### config.mk
export PLATFORM = sky130hd
export DESIGN_NAME = reg_file
export DESIGN_NICKNAME = d
export VERILOG_FILES = /design/src/rtl/reg_file_pkg.sv /design/src/rtl/reg_file_read_port.sv /design/src/rtl/reg_file.sv
export SDC_FILE = /design/constraint.sdc
export NUM_CORES = 2
export LEC_CHECK = 0
export BUFFER_PORTS_ARGS = -buffer_cell sky130_fd_sc_hd__buf_2
export CORE_MARGIN = 10
export CORE_UTILIZATION = 60
export DETAILED_ROUTE_END_ITERATION = 8
export PLACE_DENSITY_LB_ADDON = 0.2
export SKIP_LAST_GASP = 1
export SYNTH_ARGS = -nofsm -noshare
export SYNTH_HDL_FRONTEND = slang
export SYNTH_SLANG_ARGS = --single-unit
### constraint.sdc
create_clock -name clk_in -period 7.7 [get_ports clk_in]
set_input_delay 1.925 -clock clk_in [delete_from_list [all_inputs] [get_ports clk_in]]
set_output_delay 1.925 -clock clk_in [all_outputs]
set_load 0.05 [all_outputs]
### src/rtl/reg_file_pkg.sv
// ----------------------------------------------------------------------------
// reg_file_pkg
// Shared definitions for the architectural register file and its neighbours
// (RoB, LSB, RS): register count, RoB-id width, the "no pending producer"
// tag value and the common typedefs.
// ----------------------------------------------------------------------------
package reg_file_pkg;

    localparam int REG_NUM = 32;   // architectural register count
    localparam int TAG_W   = 5;    // RoB id width (id = RoB slot + 1)
    localparam int DATA_W  = 32;   // register value width
    localparam int IDX_W   = $clog2(REG_NUM);

    // RoB id shared with the RoB, LSB and RS; 0 means "value is valid".
    typedef logic [TAG_W-1:0]  rob_id_t;
    typedef logic [IDX_W-1:0]  reg_idx_t;
    typedef logic [DATA_W-1:0] word_t;

    localparam rob_id_t NO_TAG = '0;

    // Whole-file state, packed so it can be passed to the read ports as-is.
    typedef word_t   [REG_NUM-1:0] value_array_t;
    typedef rob_id_t [REG_NUM-1:0] tag_array_t;

    // Commit bus as seen by the register file.
    typedef struct packed {
        logic     valid;
        reg_idx_t rd;
        rob_id_t  q;
        word_t    v;
    } commit_bus_t;

endpackage : reg_file_pkg

### src/rtl/reg_file_read_port.sv
// ----------------------------------------------------------------------------
// reg_file_read_port
// One combinational operand lookup into the register file.
//
// Ports:
//   rs_i     : source register index
//   value_i  : current register values (all entries)
//   tag_i    : current producer tags (all entries)
//   commit_i : same-cycle commit bus, used for bypass
//   v_o      : operand value (meaningful when q_o == NO_TAG)
//   q_o      : operand producer tag
//
// Index 0 always reads as 0/NO_TAG. A commit whose id still matches the
// register's pending tag is forwarded directly, so the dispatcher never
// waits one extra cycle for a value that is being retired right now.
// ----------------------------------------------------------------------------
module reg_file_read_port
    import reg_file_pkg::*;
(
    input  logic [IDX_W-1:0]          rs_i,
    input  value_array_t              value_i,
    input  tag_array_t                tag_i,
    input  commit_bus_t               commit_i,
    output logic [DATA_W-1:0]         v_o,
    output logic [TAG_W-1:0]          q_o
);

    always_comb begin
        // NOTE: every output of a combinational block gets a default first so
        // no path through the if/else leaves it unassigned (no latch).
        v_o = '0;
        q_o = NO_TAG;
        if (rs_i == '0) begin
            v_o = '0;
            q_o = NO_TAG;
        end else if (commit_i.valid && commit_i.rd == rs_i &&
                     tag_i[rs_i] == commit_i.q) begin
            // Producer is retiring this cycle: forward its value as ready.
            v_o = commit_i.v;
            q_o = NO_TAG;
        end else begin
            v_o = value_i[rs_i];
            q_o = tag_i[rs_i];
        end
    end

endmodule : reg_file_read_port

### src/rtl/reg_file.sv
// ----------------------------------------------------------------------------
// reg_file
// Architectural register file with rename tags. Sits between the reorder
// buffer's commit port and the dispatcher's operand lookup. Holds 32 x 32-bit
// values plus a producer tag (RoB id, 0 = no pending producer) per register.
//
// Ports:
//   clk_in, rst_in (sync, active-high), rdy_in (global stall, low freezes)
//   rs1/rs2_from_dispatcher       : operand indices
//   V1/Q1, V2/Q2_to_dispatcher    : operand value / producer tag
//   en_signal/rd/Q_from_dispatcher: rename rd to RoB id Q
//   commit_flag, rd/Q/V_from_rob  : commit write-back
//   rollback_flag                 : drop all pending tags
//
// Tag priority per register: reset > rollback > rename > commit-clear.
// A commit always writes its value; it only clears the tag if that tag still
// names the committing RoB entry and nobody renames the register this cycle.
//
// Optional build macro REG_FILE_TRACE_EN: adds a free-running cycle counter
// and prints every effective commit (cycle, rd, Q, V). No functional change.
// ----------------------------------------------------------------------------
module reg_file
    import reg_file_pkg::*;
(
    input  logic               clk_in,
    input  logic               rst_in,
    input  logic               rdy_in,

    input  logic [IDX_W-1:0]   rs1_from_dispatcher,
    input  logic [IDX_W-1:0]   rs2_from_dispatcher,
    output logic [DATA_W-1:0]  V1_to_dispatcher,
    output logic [TAG_W-1:0]   Q1_to_dispatcher,
    output logic [DATA_W-1:0]  V2_to_dispatcher,
    output logic [TAG_W-1:0]   Q2_to_dispatcher,

    input  logic               en_signal_from_dispatcher,
    input  logic [IDX_W-1:0]   rd_from_dispatcher,
    input  logic [TAG_W-1:0]   Q_from_dispatcher,

    input  logic               commit_flag,
    input  logic [IDX_W-1:0]   rd_from_rob,
    input  logic [TAG_W-1:0]   Q_from_rob,
    input  logic [DATA_W-1:0]  V_from_rob,

    input  logic               rollback_flag
);

    value_array_t value_q, value_d;
    tag_array_t   tag_q,   tag_d;

    commit_bus_t  commit_bus;
    logic         rename_req;
    logic         commit_req;

    assign commit_bus = '{valid: commit_flag,
                          rd:    rd_from_rob,
                          q:     Q_from_rob,
                          v:     V_from_rob};

    // Register 0 is hard-wired: requests aimed at it are simply never raised.
    assign rename_req = en_signal_from_dispatcher && (rd_from_dispatcher != '0);
    assign commit_req = commit_flag && (rd_from_rob != '0);

    // ------------------------------------------------------------------
    // Next-state logic
    // ------------------------------------------------------------------
    always_comb begin
        // NOTE: combinational logic uses blocking '=' so later statements see
        // earlier ones (rollback/rename override commit-clear by order).
        value_d = value_q;
        tag_d   = tag_q;

        if (commit_req) begin
            value_d[rd_from_rob] = V_from_rob;
            if (tag_q[rd_from_rob] == Q_from_rob &&
                !(rename_req && rd_from_dispatcher == rd_from_rob)) begin
                tag_d[rd_from_rob] = NO_TAG;
            end
        end

        if (rollback_flag) begin
            // Values survive a flush; only the speculative mapping is dropped,
            // including any rename arriving in the same cycle.
            for (int i = 0; i < REG_NUM; i++) begin
                tag_d[i] = NO_TAG;
            end
        end else if (rename_req) begin
            tag_d[rd_from_dispatcher] = Q_from_dispatcher;
        end
    end

    // ------------------------------------------------------------------
    // State registers
    // ------------------------------------------------------------------
    always_ff @(posedge clk_in) begin
        if (rst_in) begin
            // NOTE: this storage is architecturally required to read 0 after
            // reset, so it is built from resettable flops rather than a RAM.
            value_q <= '0;
            tag_q   <= '0;
        end else if (rdy_in) begin
            value_q <= value_d;
            tag_q   <= tag_d;
        end
    end

    // ------------------------------------------------------------------
    // Operand read ports (combinational, with commit bypass)
    // ------------------------------------------------------------------
    reg_file_read_port u_read_rs1 (
        .rs_i     (rs1_from_dispatcher),
        .value_i  (value_q),
        .tag_i    (tag_q),
        .commit_i (commit_bus),
        .v_o      (V1_to_dispatcher),
        .q_o      (Q1_to_dispatcher)
    );

    reg_file_read_port u_read_rs2 (
        .rs_i     (rs2_from_dispatcher),
        .value_i  (value_q),
        .tag_i    (tag_q),
        .commit_i (commit_bus),
        .v_o      (V2_to_dispatcher),
        .q_o      (Q2_to_dispatcher)
    );

`ifdef REG_FILE_TRACE_EN
    // ------------------------------------------------------------------
    // Commit trace
    // ------------------------------------------------------------------
    logic [31:0] cycle_q;

    always_ff @(posedge clk_in) begin
        if (rst_in) begin
            cycle_q <= '0;
        end else begin
            cycle_q <= cycle_q + 32'd1;
            if (rdy_in && commit_req) begin
                $display("[reg_file] cycle=%0d commit rd=%0d Q=%0d V=%h",
                         cycle_q, rd_from_rob, Q_from_rob, V_from_rob);
            end
        end
    end
`endif

endmodule : reg_file

==> out/metrics.yaml <==
outcome: "complete, no violations"
cp-start-kind: "input port"
core_mm2: 0.104
rr_worst_depth: 8
io_buffer_count: 141
post_cts.repair.setup_buffers: 0
synth_top_area_share_pct: 37.6
pwr_density_cell_mw_per_mm2: 195
gp_congestion: 1.03
p_switching_mw: 3.41
yosysWarnings: 0
wl_per_cell_um: 29.9
timing.final.crit_share_pct: 96.0
synth_adder_area_share_pct: 0
area_delta_synth_final_pct: 8.65
synth.most_common_cell: "nand2_1"
dieWidth_um: 344
synthDistinctLibCells: 43
grt_first_pass_wirelength_um: 353000
drtAntennaViolNets: 0
synth.area.top_cells: "dfxtp_1 38%, mux4_2 25%, nand2_1 13%"
syn_inst: 6976
cts_tree: "done"
hold_depth: 2
dp_hpwl_um: 139000
synth_flop_cell: "dfxtp_1"
cp_data_required_time_ns: 5.78
rsz0062_at_grt: "no"
power_leakage_nw: 22.4
finalMaxSlewViolations: 0
switching_share_pct: 25.6
antenna_found_initial: 6
synthSimpleGateAreaFrac_pct: 16.9
cts_root_buf: "clkbuf_16"
numClockSinks: 1184
power_frac_clock_pct: 45.8
cts_buffer_depth: 3
path_clk_slew_ns: 0.06
numCtsBuffers: 121
hold_violations: 0
maxCapViolations: 0
cts_hold_repair.buffers: 0
fin_crit_ns: 7.40
setup_viol: 0
power_frac_seq_pct: 46.3
grt_usage_pct: 39.8
synth-xor-area-share_pct: 0.389
routed_wl_um: 243000
relSlewSlack_pct: 8.31
synth_fp_nets: 7044
ir_drop_v: 0.000187
synth_compound_area_share_pct: 12.4
die_h_um: 344
setup_ws_ns: 0.304
drive_above_1_share_pct: 18.8
drtIter0Drc: 10181
finalSetupTns_ns: 0
ys_ff_latch: 1184
initial_core_util_pct: 60.6
skew_ns: 0.0164
post_cts_resize_count: 0
via_count: 57980
pre_cts_slack_ns: 0.339
grt_pass1_vias: 54636
firstDrtPassIters: 8
async_reset_ff_share_pct: 0
crit_path_end_kind: "output port"
vias_per_cell: 7.13
crit_fanout: 26
synth_enable_flop_cells: 0
p_int_mw: 9.92
final_util_pct: 65.9
drc: 0
clkLatencyLatePin_ns: 0.75
overflow: 0
total_power_mw: 13.3
whs_ns: 0.464
num_io_pins: 142
std_cell_rows: 118
combinationalPowerShare_pct: 7.9
syn_avg_cell_area_um2: 9.03
grt_max_degree: 214
muxShareOfSynthArea_pct: 28.3
nets: 6712
synth_top_family_by_area: "multiplexers"
yosys.area.top_type: "dfxtp_1"
max_freq_ghz: 0.135
worstMarginPinSlew_ns: 1.37
worstHoldPathType: "flop to flop"
h-tree-depth: 3
critPathKind: "input port to output port"
synthTopCellsByCount: "2,116 x nand2_1, 1,189 x a21oi_1, 1,184 x dfxtp_1, 710 x mux4_2, 587 x clkbuf_1"
die-area_mm2: 0.118
worstPathArrival_ns: 5.47
yosysSeqAreaShare_pct: 37.6
syn_area_mm2: 0.0630
[critical path, stage by stage]
cell       delay [ns]
buf_8            0.25
mux4_2           0.54
mux4_2           0.53
mux2i_1          0.24
xor2_1           0.17
o2111ai_1        0.11
or4_4            0.81
buf_4            0.33
nand2_1          0.09
o211a_1          0.15
buf_2            0.26
[worst paths after layout]
check	from	end	slack [ns]
worst min-delay path	value_q[602]	value_q[602]	0.46
worst min register to register	value_q[602]	value_q[602]	0.46
worst max register to register	tag_q[119]	tag_q[82]	3.87
worst max-delay path	rs2_from_dispatcher[0]	V2_to_dispatcher[12]	0.30
[layout make-up]
cell class | count | area, um2
diodes | 7 | 17.5
clock buffers | 172 | 3550
clock inverters | 50 | 534
fillers | 8220 | 35500
inverters | 2 | 12.5
multi-input cells | 5065 | 36900
flip-flops and latches | 1184 | 23700
well taps | 1380 | 1730
repair buffers | 270 | 2060
[power groups by stage]
stage	logic, mW	clock network, mW	registers [mW]
after floorplan	0.715	0	6.30
after global placement	1.02	0	6.30
after detailed placement	1.02	0	6.30
after CTS	1.02	6.09	6.17
after global routing	1.08	6.32	6.17
final	1.06	6.11	6.17
[logic make-up (layout without fill, tap and decap cells)]
family	Yosys count	in the layout
xor+xnor	28	28
flops	1184	1184
compound gates	1478	1478
simple gates	2665	2665
other cells	0	7
mux	894	894
buf+inv	727	494
[per-stage QoR]
step	cells	area, um2
6_report	8130	68500
5_1_grt	8123	68500
3_3_place_gp	7901	64400
4_1_cts	8123	68500
3_5_place_dp	7901	64400
2_1_floorplan	6976	63000
[layout by cell type, fill, tap and decap left out, types with 16 or more instances in the layout]
cell	n
nor2_4	33
o21ai_0	157
buf_4	118
buf_2	122
buf_12	23
mux4_2	710
a21oi_1	1189
a22oi_1	52
mux2i_1	176
nand2b_1	16
nor2_1	182
clkbuf_1	21
nor2b_1	46
clkinv_2	27
nand2_2	31
clkbuf_8	28
o211a_1	26
dfxtp_1	1184
nand2_1	2084
nand3_1	173
clkbuf_16	124
o31ai_1	32
nor4_1	32
nand4_1	22
[metal layers]
| metal | vias up | part of all wire, % | global-route usage (%) |
|---|---|---|---|
| li1 | 24047 | - | - |
| met2 | 4957 | 43 | 58.4 |
| met1 | 27793 | 34 | 50.1 |
| met4 | 4 | 7.5 | 25.9 |
| met5 | - | 0.011 | 0 |
| met3 | 1179 | 16 | 13.3 |
[state kept, by name, indices dropped and copies added (netlist names)]
name     count
value_q   1024
tag_q      160
(Power assumes the default switching activity.)
